==> config.mk <==
export PLATFORM = sky130hd
export DESIGN_NAME = lz77_decoder_flat
export DESIGN_NICKNAME = d
export VERILOG_FILES = /design/src/rtl/lz77_pkg.sv /design/src/rtl/lz77_decoder_if.sv /design/src/rtl/lz77_hist_shreg.sv /design/src/rtl/lz77_decoder.sv /design/src/flat_wrapper.sv
export SDC_FILE = /design/constraint.sdc
export NUM_CORES = 1
export LEC_CHECK = 0
export ABC_CLOCK_PERIOD_IN_PS = 11750
export CAP_MARGIN = 20
export CORE_MARGIN = 2
export CORE_UTILIZATION = 48
export DETAILED_ROUTE_END_ITERATION = 8
export SLEW_MARGIN = 10
export SYNTH_ARGS = -nofsm -noshare
export SYNTH_HDL_FRONTEND = slang
export SYNTH_SLANG_ARGS = --single-unit
==> constraint.sdc <==
create_clock -name clk -period 11.75 [get_ports clk]
set_input_delay 1.7625 -clock clk [delete_from_list [all_inputs] [get_ports clk]]
set_output_delay 1.7625 -clock clk [all_outputs]
set_load 0.01 [all_outputs]
==> src/rtl/lz77_pkg.sv <==
// Shared LZ77 definitions for the encoder/decoder pair: field widths, window limits, terminator literal and decoder states.
package lz77_pkg;

    localparam int LZ77_OFF_W        = 5;
    localparam int LZ77_LEN_W        = 5;
    localparam int LZ77_CHAR_W       = 8;
    localparam int LZ77_SEARCH_DEPTH = 30;
    localparam int LZ77_MAX_MATCH    = 24;
    localparam logic [LZ77_CHAR_W-1:0] LZ77_TERM_CHAR = 8'h24;

    typedef enum logic [1:0] {
        IDLE,
        COPY,
        LIT,
        DONE
    } lz77_state_t;

    function automatic logic is_term(input logic [LZ77_CHAR_W-1:0] c);
        return c == LZ77_TERM_CHAR;
    endfunction

endpackage

==> src/rtl/lz77_decoder_if.sv <==
// Code-in / char-out bundle of the LZ77 decoder; slave is the decoder side, master the source/sink side.
interface lz77_decoder_if;
    import lz77_pkg::*;

    logic                   code_valid;
    logic                   code_ready;
    logic [LZ77_OFF_W-1:0]  offset;
    logic [LZ77_LEN_W-1:0]  match_len;
    logic [LZ77_CHAR_W-1:0] char_nxt;
    logic                   out_valid;
    logic [LZ77_CHAR_W-1:0] out_char;
    logic                   finish;
    logic                   protocol_err;

    modport master (
        output code_valid, offset, match_len, char_nxt,
        input  code_ready, out_valid, out_char, finish, protocol_err
    );

    modport slave (
        input  code_valid, offset, match_len, char_nxt,
        output code_ready, out_valid, out_char, finish, protocol_err
    );

endinterface

==> src/rtl/lz77_hist_shreg.sv <==
// History window for the LZ77 decoder: a shift register of emitted chars with one indexed read port.
module lz77_hist_shreg #(
    parameter int DEPTH  = 30,
    parameter int CHAR_W = 8,
    parameter int IDX_W  = 5
) (
    input  logic              clk,
    input  logic              reset,
    input  logic              shift_en,
    input  logic [CHAR_W-1:0] din,
    input  logic [IDX_W-1:0]  rd_idx,
    output logic [CHAR_W-1:0] rd_data
);

    logic [CHAR_W-1:0] hist [DEPTH];

    always_ff @(posedge clk or posedge reset) begin
        if (reset) begin
            for (int i = 0; i < DEPTH; i++) hist[i] <= '0;
        end else if (shift_en) begin
            hist[0] <= din;
            for (int i = 1; i < DEPTH; i++) hist[i] <= hist[i-1];
        end
    end

    // Indices past the window end read as zero rather than aliasing.
    always_comb begin
        rd_data = '0;
        if (int'(rd_idx) < DEPTH) rd_data = hist[rd_idx];
    end

endmodule

==> src/rtl/lz77_decoder.sv <==
// LZ77 decoder: expands (offset, match_len, char_nxt) codes into a char stream until the '$' terminator.
// Define LZ77_DEC_CHECK_EN to build the sticky protocol_err checker; otherwise protocol_err is tied low.
module lz77_decoder
    import lz77_pkg::*;
(
    input  logic          clk,
    input  logic          reset,
    lz77_decoder_if.slave bus
);

    lz77_state_t            state, state_nxt;
    logic [LZ77_OFF_W-1:0]  offset_r;
    logic [LZ77_LEN_W-1:0]  cnt_r;
    logic [LZ77_CHAR_W-1:0] char_r;
    logic [LZ77_CHAR_W-1:0] hist_data;
    logic [LZ77_CHAR_W-1:0] out_char_c;
    logic                   out_valid_c;
    logic                   code_ready_c;
    logic                   accept;
    logic                   protocol_err_r;
    lz77_state_t            entry_state;

    assign code_ready_c = (state == IDLE) || (state == LIT);
    assign accept       = bus.code_valid && code_ready_c;

    // A fresh code starts copying, or goes straight to its literal, or ends the stream if it is a bare terminator.
    assign entry_state = (bus.match_len != '0)  ? COPY :
                         is_term(bus.char_nxt)  ? DONE : LIT;

    always_ff @(posedge clk or posedge reset) begin
        if (reset) state <= IDLE;
        else       state <= state_nxt;
    end

    always_comb begin
        state_nxt   = state;
        out_valid_c = 1'b0;
        out_char_c  = '0;
        case (state)
            IDLE: begin
                if (accept) state_nxt = entry_state;
            end
            COPY: begin
                out_valid_c = 1'b1;
                out_char_c  = hist_data;
                if (cnt_r == 5'd1) state_nxt = is_term(char_r) ? DONE : LIT;
            end
            LIT: begin
                out_valid_c = 1'b1;
                out_char_c  = char_r;
                state_nxt   = accept ? entry_state : IDLE;
            end
            DONE: begin
                state_nxt = DONE;
            end
            default: state_nxt = IDLE;
        endcase
    end

    always_ff @(posedge clk or posedge reset) begin
        if (reset) begin
            offset_r <= '0;
            cnt_r    <= '0;
            char_r   <= '0;
        end else if (accept) begin
            offset_r <= bus.offset;
            cnt_r    <= bus.match_len;
            char_r   <= bus.char_nxt;
        end else if (state == COPY) begin
            cnt_r <= cnt_r - 5'd1;
        end
    end

    lz77_hist_shreg #(
        .DEPTH  (LZ77_SEARCH_DEPTH),
        .CHAR_W (LZ77_CHAR_W),
        .IDX_W  (LZ77_OFF_W)
    ) u_hist (
        .clk      (clk),
        .reset    (reset),
        .shift_en (out_valid_c),
        .din      (out_char_c),
        .rd_idx   (offset_r),
        .rd_data  (hist_data)
    );

`ifdef LZ77_DEC_CHECK_EN
    // Flags out-of-range code fields and any code offered after the stream has ended.
    always_ff @(posedge clk or posedge reset) begin
        if (reset) begin
            protocol_err_r <= 1'b0;
        end else if ((accept && ((int'(bus.offset) >= LZ77_SEARCH_DEPTH) ||
                                 (int'(bus.match_len) > LZ77_MAX_MATCH))) ||
                     ((state == DONE) && bus.code_valid)) begin
            protocol_err_r <= 1'b1;
        end
    end
`else
    assign protocol_err_r = 1'b0;
`endif

    assign bus.code_ready   = code_ready_c;
    assign bus.out_valid    = out_valid_c;
    assign bus.out_char     = out_char_c;
    assign bus.finish       = (state == DONE);
    assign bus.protocol_err = protocol_err_r;

endmodule
==> src/flat_wrapper.sv <==
// flat-port wrapper written by rule: the top's interface ports become plain ports
module lz77_decoder_flat import lz77_pkg::*;
  (clk, reset, bus_code_valid, bus_offset, bus_match_len, bus_char_nxt, bus_code_ready, bus_out_valid, bus_out_char, bus_finish, bus_protocol_err);
  lz77_decoder_if bus_i ();
  input  logic clk;
  input  logic reset;
  input wire logic [$bits(bus_i.code_valid)-1:0] bus_code_valid;
  input wire logic [$bits(bus_i.offset)-1:0] bus_offset;
  input wire logic [$bits(bus_i.match_len)-1:0] bus_match_len;
  input wire logic [$bits(bus_i.char_nxt)-1:0] bus_char_nxt;
  output wire logic [$bits(bus_i.code_ready)-1:0] bus_code_ready;
  output wire logic [$bits(bus_i.out_valid)-1:0] bus_out_valid;
  output wire logic [$bits(bus_i.out_char)-1:0] bus_out_char;
  output wire logic [$bits(bus_i.finish)-1:0] bus_finish;
  output wire logic [$bits(bus_i.protocol_err)-1:0] bus_protocol_err;
  assign bus_i.code_valid = bus_code_valid;
  assign bus_i.offset = bus_offset;
  assign bus_i.match_len = bus_match_len;
  assign bus_i.char_nxt = bus_char_nxt;
  assign bus_code_ready = bus_i.code_ready;
  assign bus_out_valid = bus_i.out_valid;
  assign bus_out_char = bus_i.out_char;
  assign bus_finish = bus_i.finish;
  assign bus_protocol_err = bus_i.protocol_err;
  lz77_decoder u_core (.clk(clk), .reset(reset), .bus(bus_i));
endmodule
[Yosys cells after proc, flatten, opt, wreduce, memory -nomap -nowiden]
Cells that the tools add are included.
Cells by class
  $add $sub $neg: 1
  $lt $le $gt $ge: 2
  eq/ne operators: 8
  multiplexer cells: 15
  bitwise logic cells: 1
  reductions and logical operators: 7
Operators with widths (count)
  8-bit binary-select mux with 5-bit select: 1
  8-bit 2-to-1 mux: 3
  8-bit by 6-bit == test with 1-bit output (second input constant): 2
  8-bit one-hot mux with 2 select lines: 1
  5-bit 2-to-1 mux: 2
  2-bit 2-to-1 mux: 4
  2-bit one-hot mux with 4 select lines: 1
  6-bit >= comparator (second input constant): 1
  5-bit inverter with 6-bit output: 1
  5-bit by 1-bit == test with 1-bit output (second input constant): 1
  5-bit less-than comparator (second input constant): 1
  5-bit nonzero test: 1
  5-bit by 1-bit subtractor with 5-bit output (second input constant): 1
  2-bit == test (second input constant): 2
  2-bit by 1-bit != test with 1-bit output (second input constant): 2
  1-bit 2-to-1 mux: 3
  2-bit by 1-bit == test with 1-bit output (second input constant): 1
  2-bit zero test: 1
  2-bit AND reduction: 1
  2-bit nonzero test: 1
  2-bit OR reduction: 1
  1-bit logical AND: 1
  1-bit logical OR: 1
Storage, ports and cells
  register bits after elaboration: 260
  input port bits: 21
  output and inout port bits: 12
  word-level logic and storage cells: 68

[Logic depth before layout (Yosys ltp)]
Gate-level depths: netlist of the first run.
  depth after elaboration: 6
  depth in mapped cells: 8
  mapped depth without buffers: 6

[Hierarchy]
A second synthesis of the first run with hierarchy kept.
Second synthesis, totals
  cell total of the unflattened synthesis: 825
  area, all modules: 12141.6 µm²
By module, submodules not included
  lz77_hist_shreg: times used 1, cells an instance 717, area an instance 10968.0 µm², sequential area each 6005.8 µm²
  lz77_decoder: times used 1, cells an instance 108, area an instance 1173.6 µm², sequential area each 500.5 µm²

[Worst setup path after synthesis of the first run]
OpenSTA, ideal clock, no wires.
  kind: register to output
  start point: register u_core.state[1]
  end point: output bus_out_char[3]
  data arrival time: 1.685 ns
  required time: 9.988 ns
  setup slack: 8.302 ns
  stages on the path, launching flop included: 8
  path buffers: 1
  cell sequence: dfrtp_1 -> inv_1 -> ha_1 -> clkbuf_1 -> a21boi_2 -> o21ai_1 -> a22o_1 -> a21boi_1
Between the ends
  word-level cells in the longest chain between the ends: 2
  elaborated cells between the ends (all ways): 3
  classes of those cells: eq/ne: 2; mux: 1
RTL lines
  start: declaration: line lz77_decoder.sv:11  | lz77_state_t state, state_nxt;
  start signal: assignment: line lz77_decoder.sv:32  | else state <= state_nxt;
  2-bit == test or 2-bit by 1-bit == test with 1-bit output (tied branches): line lz77_decoder.sv:39  | case (state)
  8-bit one-hot mux with 2 select lines (*): line lz77_decoder.sv:39
  end: declaration: line flat_wrapper.sv:13  | output wire logic [$bits(bus_i.out_char)-1:0] bus_out_char;
Mark *: on every way between the ends. The rest lies on a longest branch, timed or not.

[Worst setup path in the final report of the first run]
  start point: register u_core.offset_r[1]
  end point: output bus_out_char[0]
Between the ends
  word-level cells in the longest chain between the ends: 6
  elaborated cells between the ends (all ways): 7
  classes of those cells: order compare: 1; mux: 5; bitwise: 1
RTL lines
  start: declaration: line lz77_decoder.sv:12  | logic [LZ77_OFF_W-1:0] offset_r;
  start signal: assignment: line lz77_decoder.sv:66  | offset_r <= bus.offset;
  5-bit inverter with 6-bit output (not written as such): line lz77_hist_shreg.sv:29  | if (int'(rd_idx) < DEPTH) rd_data = hist[rd_idx];
  8-bit binary-select mux with 5-bit select: line lz77_hist_shreg.sv:29
  8-bit 2-to-1 mux (not written as such) (2 in series): line lz77_hist_shreg.sv:29
  8-bit 2-to-1 mux (*): line lz77_hist_shreg.sv:29
  8-bit one-hot mux with 2 select lines (*): line lz77_decoder.sv:39
Mark *: on every way between the ends. The rest lies on a longest branch, timed or not. The select of a mux whose other input is x is not followed.

==> flow_metrics.py, run 1 <==
metrics = {
    "global_routing": {
        "antenna_found_initial": 0,
        "grt-ovfl-total": 0,
        "grt_start_max_net_pins": 210,
        "grt_pass1_vias": 7441,
        "grt_usage": 0.187,
        "grt_first_pass_wirelength_um": 39700,
    },
    "cells_and_area": {
        "drive_gt1_frac": 0.423,
        "layout_common_cells": "mux2_2, dfrtp_1, nand2_1, mux4_2, clkdlybuf4s50_1",
        "utilization": 0.542,
        "final_cells": 1198,
        "final_common_cell": "mux2_2",
        "syn_to_final_growth_pct": 11.3,
        "nets": 873,
        "antennaDiodeCount": 0,
    },
    "clock_tree": {
        "cts_tree": "done",
        "htree_levels": 1,
        "root_buffer": "clkbuf_16",
        "clk_latency_ps": 530,
        "clock_path_buffers": 3,
        "cts_setup_buffers": 0,
        "clk_pin_slew_worst_paths_ps": 60,
        "ctsResizeCount": 0,
        "clkSinkCount": 260,
        "numCtsBuffers": 29,
        "cts_hold_buffers": 0,
    },
    "worst_setup_path": {
        "worst_setup_path_start_kind": "flip-flop",
        "reg2reg_slack_ps": 8890,
        "slowest_delay_ps": 680,
        "reg2regPathDepth": 5,
        "crit_family": "buffers and inverters",
        "required_ps": 9990,
        "cp.arrival_ps": 3870,
        "cp_cell_sequence": "buf_4 > nor3b_2 > a32oi_1 > o211ai_2 > nand3_1 > a21boi_1 > clkdlybuf4s50_1",
        "reg2reg_from": "u_core.state[0]",
        "cp-end-kind": "primary output",
        "critPathSlowestCell": "buf_4",
        "crit_fanout": 41,
        "critPathBufInv": 2,
        "crit_type": "reg2out",
        "r2r_end": "u_core.u_hist.hist[238]",
    },
    "route": {
        "wl_met2_um": 11900,
        "vias": 6839,
        "viasPerCell": 5.71,
        "drt-wirelength-per-cell_um": 20.1,
        "met3WireLength_um": 706,
        "routed_wl_um": 24000,
        "top_layer": "met4",
        "firstDrtPassIters": 4,
        "drc": 0,
        "ant_nets": 0,
        "drtIter0Drc": 467,
        "wl_met1_um": 10800,
    },
    "timing": {
        "finalHoldViolCount": 0,
        "tightest_slew_ps": 1110,
        "skew_ps": 8.31,
        "tns_ps": 0,
        "relSlewSlack": 0.257,
        "rsz0062_at_grt": "false",
        "fmax_ghz": 0.177,
        "min_period_ps": 5630,
        "finalMaxSlewViolations": 0,
        "fin_crit_sh": 0.479,
        "setup_violations": 0,
    },
    "hold_path": {
        "min_path_type": "reg2reg",
        "min_from": "u_core.u_hist.hist[5]",
        "min_to": "u_core.u_hist.hist[5]",
        "hold_depth": 1,
    },
    "power": {
        "p_int_uw": 1430,
        "peakVddDrop_mv": 0.111,
        "swShare": 0.202,
        "power_density_nw_per_um2": 132,
        "combPwrFrac": 0.014,
        "switchingPower_uw": 362,
        "clkPwrFrac": 0.486,
        "static-leakage-power_uw": 0.00612,
        "sequentialPowerShare": 0.500,
    },
    "run_status": {
        "outcome": "complete, no violations",
    },
    "yosys": {
        "synth-seq-cells": 260,
        "synth_top_area_frac": 0.533,
        "async_reset_ff_frac": 1.00,
        "ys_seq_area_frac": 0.533,
        "yosysUniqueCellTypes": 47,
        "yosys-top-cells-area": "dfrtp_1, mux2_2, mux4_2",
        "synth_area_um2": 12200,
        "syn_area_per_cell_um2": 14.6,
        "synth-edff-count": 0,
        "synth_warnings": 0,
        "syn_inst": 838,
        "ys.flop_type": "dfrtp_1",
        "yosys.area.top_type": "dfrtp_1",
        "synth_nets": 865,
    },
    "floorplan": {
        "chipWidth_um": 163,
        "die-area_um2": 26700,
        "coreArea_um2": 25000,
        "die_y_um": 163,
        "ios": 33,
        "core.rowCount": 58,
        "initial_core_util": 0.487,
    },
    "place": {
        "place_congestion": 0.775,
        "hpwl_um": 15100,
        "port_buffers": 31,
        "dp_cells": 1145,
    },
    "job": {
        "drv_cap": 0,
    },
}
kinds of logic after synthesis:
kind of cell,count (synthesis),share of synthesized area
AO/OA/AOI/OAI,80,0.0501
XOR/XNOR,4,0.00287
adder cells (fa/ha/maj),6,0.00615
buffers and inverters,67,0.0309
flip-flops,260,0.533
multiplexers,334,0.341
other,1,0.000307
AND/OR/NAND/NOR,86,0.0352
worst max-delay path by stage:
stage,from,to,slack [ps],depth (start not counted)
after floorplan,reset,u_core.char_r[0],2830,1
after global placement,u_core.offset_r[1],bus_out_char[2],6690,7
after detailed placement,u_core.offset_r[1],bus_out_char[2],6660,7
after CTS,u_core.offset_r[1],bus_out_char[2],6070,7
after global routing,u_core.offset_r[1],bus_out_char[0],5880,7
final,u_core.offset_r[1],bus_out_char[0],6120,7
cell usage after synthesis (all sizes together) (8+ instances only):
master	number
a21boi	9
clkbuf	13
nor2	11
mux4	39
nand2	41
a32oi	8
mux2i	30
buf	47
o21ai	17
dfrtp	260
mux2	265
a21oi	15
o2111ai	8
nand3	8
routing by layer:
| metal | up-vias | GRT usage |
|---|---|---|
| met1 | 3600 | 0.256 |
| met5 | - | 0 |
| li1 | 3123 | - |
| met3 | 37 | 0.0256 |
| met2 | 79 | 0.315 |
| met4 | 0 | 0.0523 |
stage by stage:
step	hold WS [ps]	cell area, um2	power, uW	setup slack [ps]
after CTS	506	13600	1820	6070
after global routing	524	13600	1860	5880
after floorplan	473	12200	926	2830
after global placement	488	12700	938	6690
final	501	13600	1790	6120
after detailed placement	493	12700	939	6660
cell type report:
cell class	count	area (um2)
fillers	2062	11500
flip-flops and latches	260	6510
multi-input cells	511	5330
clock buffers	50	885
well taps	330	413
repair buffers	37	368
clock inverters	3	40.0
inverters	7	33.8
power by group through the flow:
stage | clock network, uW | logic [uW] | registers, uW
floorplan | 0 | 13.8 | 912
global placement | 0 | 26.3 | 912
detailed placement | 0 | 27.4 | 912
CTS | 896 | 27.4 | 896
global route | 930 | 30.3 | 895
finish | 870 | 25.8 | 896
flip-flops by register name, summed over array words and instances (netlist names):
signal / cells
u_core.state: 2
u_core.char_r: 8
u_core.offset_r: 5
u_core.cnt_r: 5
u_core.u_hist.hist: 240
No activity file was read; power rests on OpenSTA's default activity.
==> run 2, diff against run 1 <==
Settings changed: ABC_CLOCK_PERIOD_IN_PS 11750 to 5000, PLACE_DENSITY set to 0.67.
Clock period 11.75 ns to 5 ns, I/O delays scaled along.
==> run 2 against run 1 <==
Clock skew increased by 3.8 ps. Critical path type unchanged. Clock-buffer cell count fell by 6. Cell area grew 0.70%. Clock power is 140% higher. Critical endpoint is now bus_out_char[3]. Critical path depth decreased by 1. Combinational power grew to 2.6 times the previous value. Sequential share of layout area down 0.31 points. Wire length down 2.9%.
==> flow_metrics.py, run 2 (synthesized netlist as in run 1, its figures left out) <==
metrics = {
    "run_status": {
        "outcome": "complete, no violations",
    },
    "worst_setup_path": {
        "cp.arrival_ps": 3610,
        "crit_fanout": 46,
        "slowest_delay_ps": 770,
        "reg2regPathDepth": 5,
        "cp-end-kind": "primary output",
        "critPathSlowestCell": "dfrtp_2",
        "required_ps": 4250,
        "crit_type": "reg2out",
        "worst_setup_path_start_kind": "flip-flop",
        "cp_cell_sequence": "and3_1 > a21boi_2 > o21ai_1 > a22o_1 > a21boi_1 > clkdlybuf4s50_1",
    },
    "timing": {
        "skew_ps": 12.1,
        "fmax_ghz": 0.229,
        "tns_ps": 0,
        "finalHoldViolCount": 0,
        "tightest_slew_ps": 1080,
        "finalMaxSlewViolations": 0,
        "rsz0062_at_grt": "false",
        "fin_crit_sh": 0.872,
        "fin_ws_ps": 641,
        "setup_violations": 0,
        "relSlewSlack": 0.282,
        "whs_ps": 491,
        "min_period_ps": 4360,
    },
    "cells_and_area": {
        "largest_register": "u_core.u_hist.hist",
        "top_regs": "u_core.u_hist.hist (240), u_core.char_r (8)",
        "largest_register_ffs": 240,
        "layout_common_cells": "mux2_2, dfrtp_1, nand2_1, mux4_2, clkdlybuf4s50_1",
        "utilization": 0.546,
        "drive_gt1_frac": 0.436,
        "nFillCells": 2068,
        "final_common_cell": "mux2_2",
        "antennaDiodeCount": 0,
        "nets": 875,
        "syn_to_final_growth_pct": 12.1,
    },
    "route": {
        "viasPerCell": 5.70,
        "vias": 6845,
        "routed_wl_um": 23300,
        "ant_nets": 0,
        "drtIter0Drc": 371,
        "firstDrtPassIters": 4,
        "drc": 0,
        "drt-wirelength-per-cell_um": 19.4,
    },
    "place": {
        "place_ws_ps": 1140,
        "place_congestion": 0.756,
        "port_buffers": 31,
        "hpwl_um": 14700,
    },
    "power": {
        "power_density_nw_per_um2": 312,
        "static-leakage-power_uw": 0.00617,
        "peakVddDrop_mv": 0.340,
    },
    "floorplan": {
        "ios": 33,
        "chipWidth_um": 163,
        "initial_core_util": 0.487,
        "coreArea_um2": 25000,
        "die_y_um": 163,
        "core.rowCount": 58,
        "die-area_um2": 26700,
    },
    "global_routing": {
        "grt_pass1_vias": 7096,
        "grt-ovfl-total": 0,
        "grt_usage": 0.182,
        "grt_start_max_net_pins": 95,
        "antenna_found_initial": 0,
        "grt_first_pass_wirelength_um": 38600,
    },
    "clock_tree": {
        "clock_path_buffers": 3,
        "clk_pin_slew_worst_paths_ps": 60,
        "cts_setup_buffers": 0,
        "clkSinkCount": 260,
        "root_buffer": "clkbuf_16",
        "htree_levels": 1,
        "numCtsBuffers": 28,
        "cts_tree": "done",
        "cts_hold_buffers": 0,
        "ctsResizeCount": 0,
        "clk_latency_ps": 540,
    },
    "job": {
        "drv_cap": 0,
    },
    "hold_path": {
        "min_path_type": "in2async",
    },
}
==> run 2: where the power goes <==
| part | internal, uW | switching (uW) |
|---|---|---|
| Clock | 1270 | 823 |
| Combinational | 21.6 | 46.5 |
| Sequential | 2100 | 0 |
==> run 2: layout make-up <==
| type | count | area (um2) | share of cell area |
|---|---|---|---|
| clock buffers | 44 | 892 | 0.0652 |
| flip-flops and latches | 260 | 6510 | 0.476 |
| well taps | 330 | 413 | 0.0302 |
| inverters | 7 | 30.0 | 0.00220 |
| clock inverters | 8 | 67.6 | 0.00494 |
| repair buffers | 40 | 428 | 0.0313 |
| multi-input cells | 511 | 5330 | 0.390 |
==> run 2: layer usage <==
| metal | up-vias | track usage | part of all wire |
|---|---|---|---|
| met5 | - | 0 | 0 |
| met3 | 32 | 0.0262 | 0.028 |
| li1 | 3143 | - | - |
| met2 | 90 | 0.301 | 0.49 |
| met1 | 3580 | 0.256 | 0.46 |
| met4 | 0 | 0.0442 | 0.017 |
==> run 2: worst max-delay path: cells and delay by family (launching register included) <==
kind            cells  cell delay, ps
compound gates      4            1170
buf+inv             1             570
flops               1             770
simple gates        1             530
==> run 2: worst paths after layout <==
path	startpoint	slack (ps)	end
max in group asynchronous	reset	3500	u_core.u_hist.hist[147]
worst max register to register	u_core.state[0]	2320	u_core.u_hist.hist[237]
min in group clk	u_core.u_hist.hist[7]	500	u_core.u_hist.hist[7]
worst min-delay path	reset	490	u_core.u_hist.hist[87]
worst min register to register	u_core.u_hist.hist[7]	500	u_core.u_hist.hist[7]
worst max-delay path	u_core.offset_r[3]	640	bus_out_char[3]
==> run 2: stage by stage <==
| step | cell area (um2) | total power (uW) | cells |
|---|---|---|---|
| 2_1_floorplan | 12200 | 2180 | 838 |
| 3_3_place_gp | 12700 | 2210 | 1147 |
| 3_5_place_dp | 12700 | 2210 | 1147 |
| 4_1_cts | 13700 | 4320 | 1199 |
| 5_1_grt | 13700 | 4410 | 1200 |
| 6_report | 13700 | 4260 | 1200 |
==> run 3, diff against run 2 <==
Settings changed: CORE_UTILIZATION 48 to 30, PLACE_DENSITY 0.67 to not set.
==> run 3 against run 2 <==
Combinational power decreased by 8.8%. Clock-buffer cell count unchanged. Fmax increased by 0.76%. Hold slack improved by 9.8 ps. Cell count increased by 16%. Clock power about the same.
==> flow_metrics.py, run 3 (synthesized netlist as in run 1, its figures left out) <==
metrics = {
    "place": {
        "hpwl_um": 14700,
        "place_congestion": 0.741,
        "postPlaceCellArea_um2": 12900,
        "port_buffers": 31,
    },
    "cells_and_area": {
        "utilization": 0.347,
        "final_common_cell": "mux2_2",
        "syn_to_final_growth_pct": 13.7,
        "antennaDiodeCount": 0,
        "largest_register_ffs": 240,
        "top_regs": "u_core.u_hist.hist (240), u_core.char_r (8)",
        "nets": 876,
        "largest_register": "u_core.u_hist.hist",
        "layout_common_cells": "mux2_2, dfrtp_1, nand2_1, mux4_2, clkdlybuf4s50_1",
        "stdcell_area_um2": 13900,
        "drive_gt1_frac": 0.431,
        "nFillCells": 3850,
    },
    "power": {
        "peakVddDrop_mv": 0.215,
        "power_uw": 4240,
        "static-leakage-power_uw": 0.00614,
        "power_density_nw_per_um2": 305,
    },
    "route": {
        "firstDrtPassIters": 4,
        "drt-wirelength-per-cell_um": 17.0,
        "wl_met2_um": 11400,
        "top_layer": "met4",
        "drc": 0,
        "met3WireLength_um": 706,
        "routed_wl_um": 23700,
        "vias": 6775,
        "wl_met1_um": 11000,
        "viasPerCell": 4.87,
        "ant_nets": 0,
        "drtIter0Drc": 349,
    },
    "floorplan": {
        "chipWidth_um": 206,
        "ios": 33,
        "coreArea_um2": 39900,
        "core.rowCount": 73,
        "initial_core_util": 0.306,
        "die_y_um": 206,
        "die-area_um2": 42300,
    },
    "worst_setup_path": {
        "cp-end-kind": "primary output",
        "worst_setup_path_start_kind": "flip-flop",
        "crit_family": "flip-flops",
        "cp_cell_sequence": "nor3b_2 > a32oi_1 > o211ai_2 > nand3_1 > a21boi_1 > clkdlybuf4s50_1",
        "critPathSlowestCell": "dfrtp_4",
        "crit_type": "reg2out",
        "crit_fanout": 56,
        "critPathBufInv": 1,
        "slowest_delay_ps": 1090,
        "required_ps": 4250,
        "cp.arrival_ps": 3580,
    },
    "clock_tree": {
        "numCtsBuffers": 29,
        "clock_path_buffers": 3,
        "ctsResizeCount": 0,
        "clk_latency_ps": 550,
        "root_buffer": "clkbuf_16",
        "cts_hold_buffers": 0,
        "clk_pin_slew_worst_paths_ps": 60,
        "clkSinkCount": 260,
        "cts_setup_buffers": 0,
        "htree_levels": 1,
        "cts_tree": "done",
    },
    "timing": {
        "min_period_ps": 4330,
        "relSlewSlack": 0.274,
        "fmax_ghz": 0.231,
        "tns_ps": 0,
        "rsz0062_at_grt": "false",
        "setup_violations": 0,
        "tightest_slew_ps": 1090,
        "fin_crit_sh": 0.865,
        "finalMaxSlewViolations": 0,
        "skew_ps": 18.7,
        "finalHoldViolCount": 0,
    },
    "global_routing": {
        "grt_first_pass_wirelength_um": 39200,
        "antenna_found_initial": 0,
        "grt_start_max_net_pins": 167,
        "grt-ovfl-total": 0,
        "grt_pass1_vias": 7150,
        "grt_usage": 0.114,
    },
    "hold_path": {
        "min_path_type": "reg2reg",
    },
    "job": {
        "drv_cap": 0,
    },
    "run_status": {
        "outcome": "complete, no violations",
    },
}
-- run 3: layout make-up --
class / count / area [um2] / share of cell area
well taps: 525 / 657 / 0.0474
inverters: 7 / 30.0 / 0.00217
clock buffers: 44 / 872 / 0.0629
clock inverters: 4 / 65.1 / 0.00469
flip-flops and latches: 260 / 6510 / 0.470
repair buffers: 40 / 403 / 0.0290
multi-input cells: 511 / 5330 / 0.384
-- run 3: power breakdown --
| part | switching (uW) | internal [uW] |
|---|---|---|
| clock | 824 | 1240 |
| sequential | 0 | 2100 |
| combinational | 44.8 | 17.3 |
-- run 3: layer usage --
metal  up-vias  track usage
met4         0       0.0267
li1       3116            -
met3        37       0.0171
met5         -            0
met1      3539        0.159
met2        83        0.188
-- run 3: stage by stage --
stage	instances	setup slack [ps]	hold WS, ps
finish	1391	674	501
global route	1391	351	520
CTS	1391	582	501
detailed placement	1343	1220	488
global placement	1343	1260	485
floorplan	838	822	473
-- run 3: final timing paths --
path	startpoint	to	slack [ps]	cells past startpoint
setup / recovery	u_core.offset_r[1]	bus_out_char[7]	670	6
max in group asynchronous	reset	u_core.u_hist.hist[217]	3210	4
hold reg to reg	u_core.u_hist.hist[7]	u_core.u_hist.hist[7]	500	1
min in group asynchronous	reset	u_core.u_hist.hist[78]	760	3
setup reg to reg	u_core.state[0]	u_core.u_hist.hist[234]	2070	5
hold / removal	u_core.u_hist.hist[7]	u_core.u_hist.hist[7]	500	1
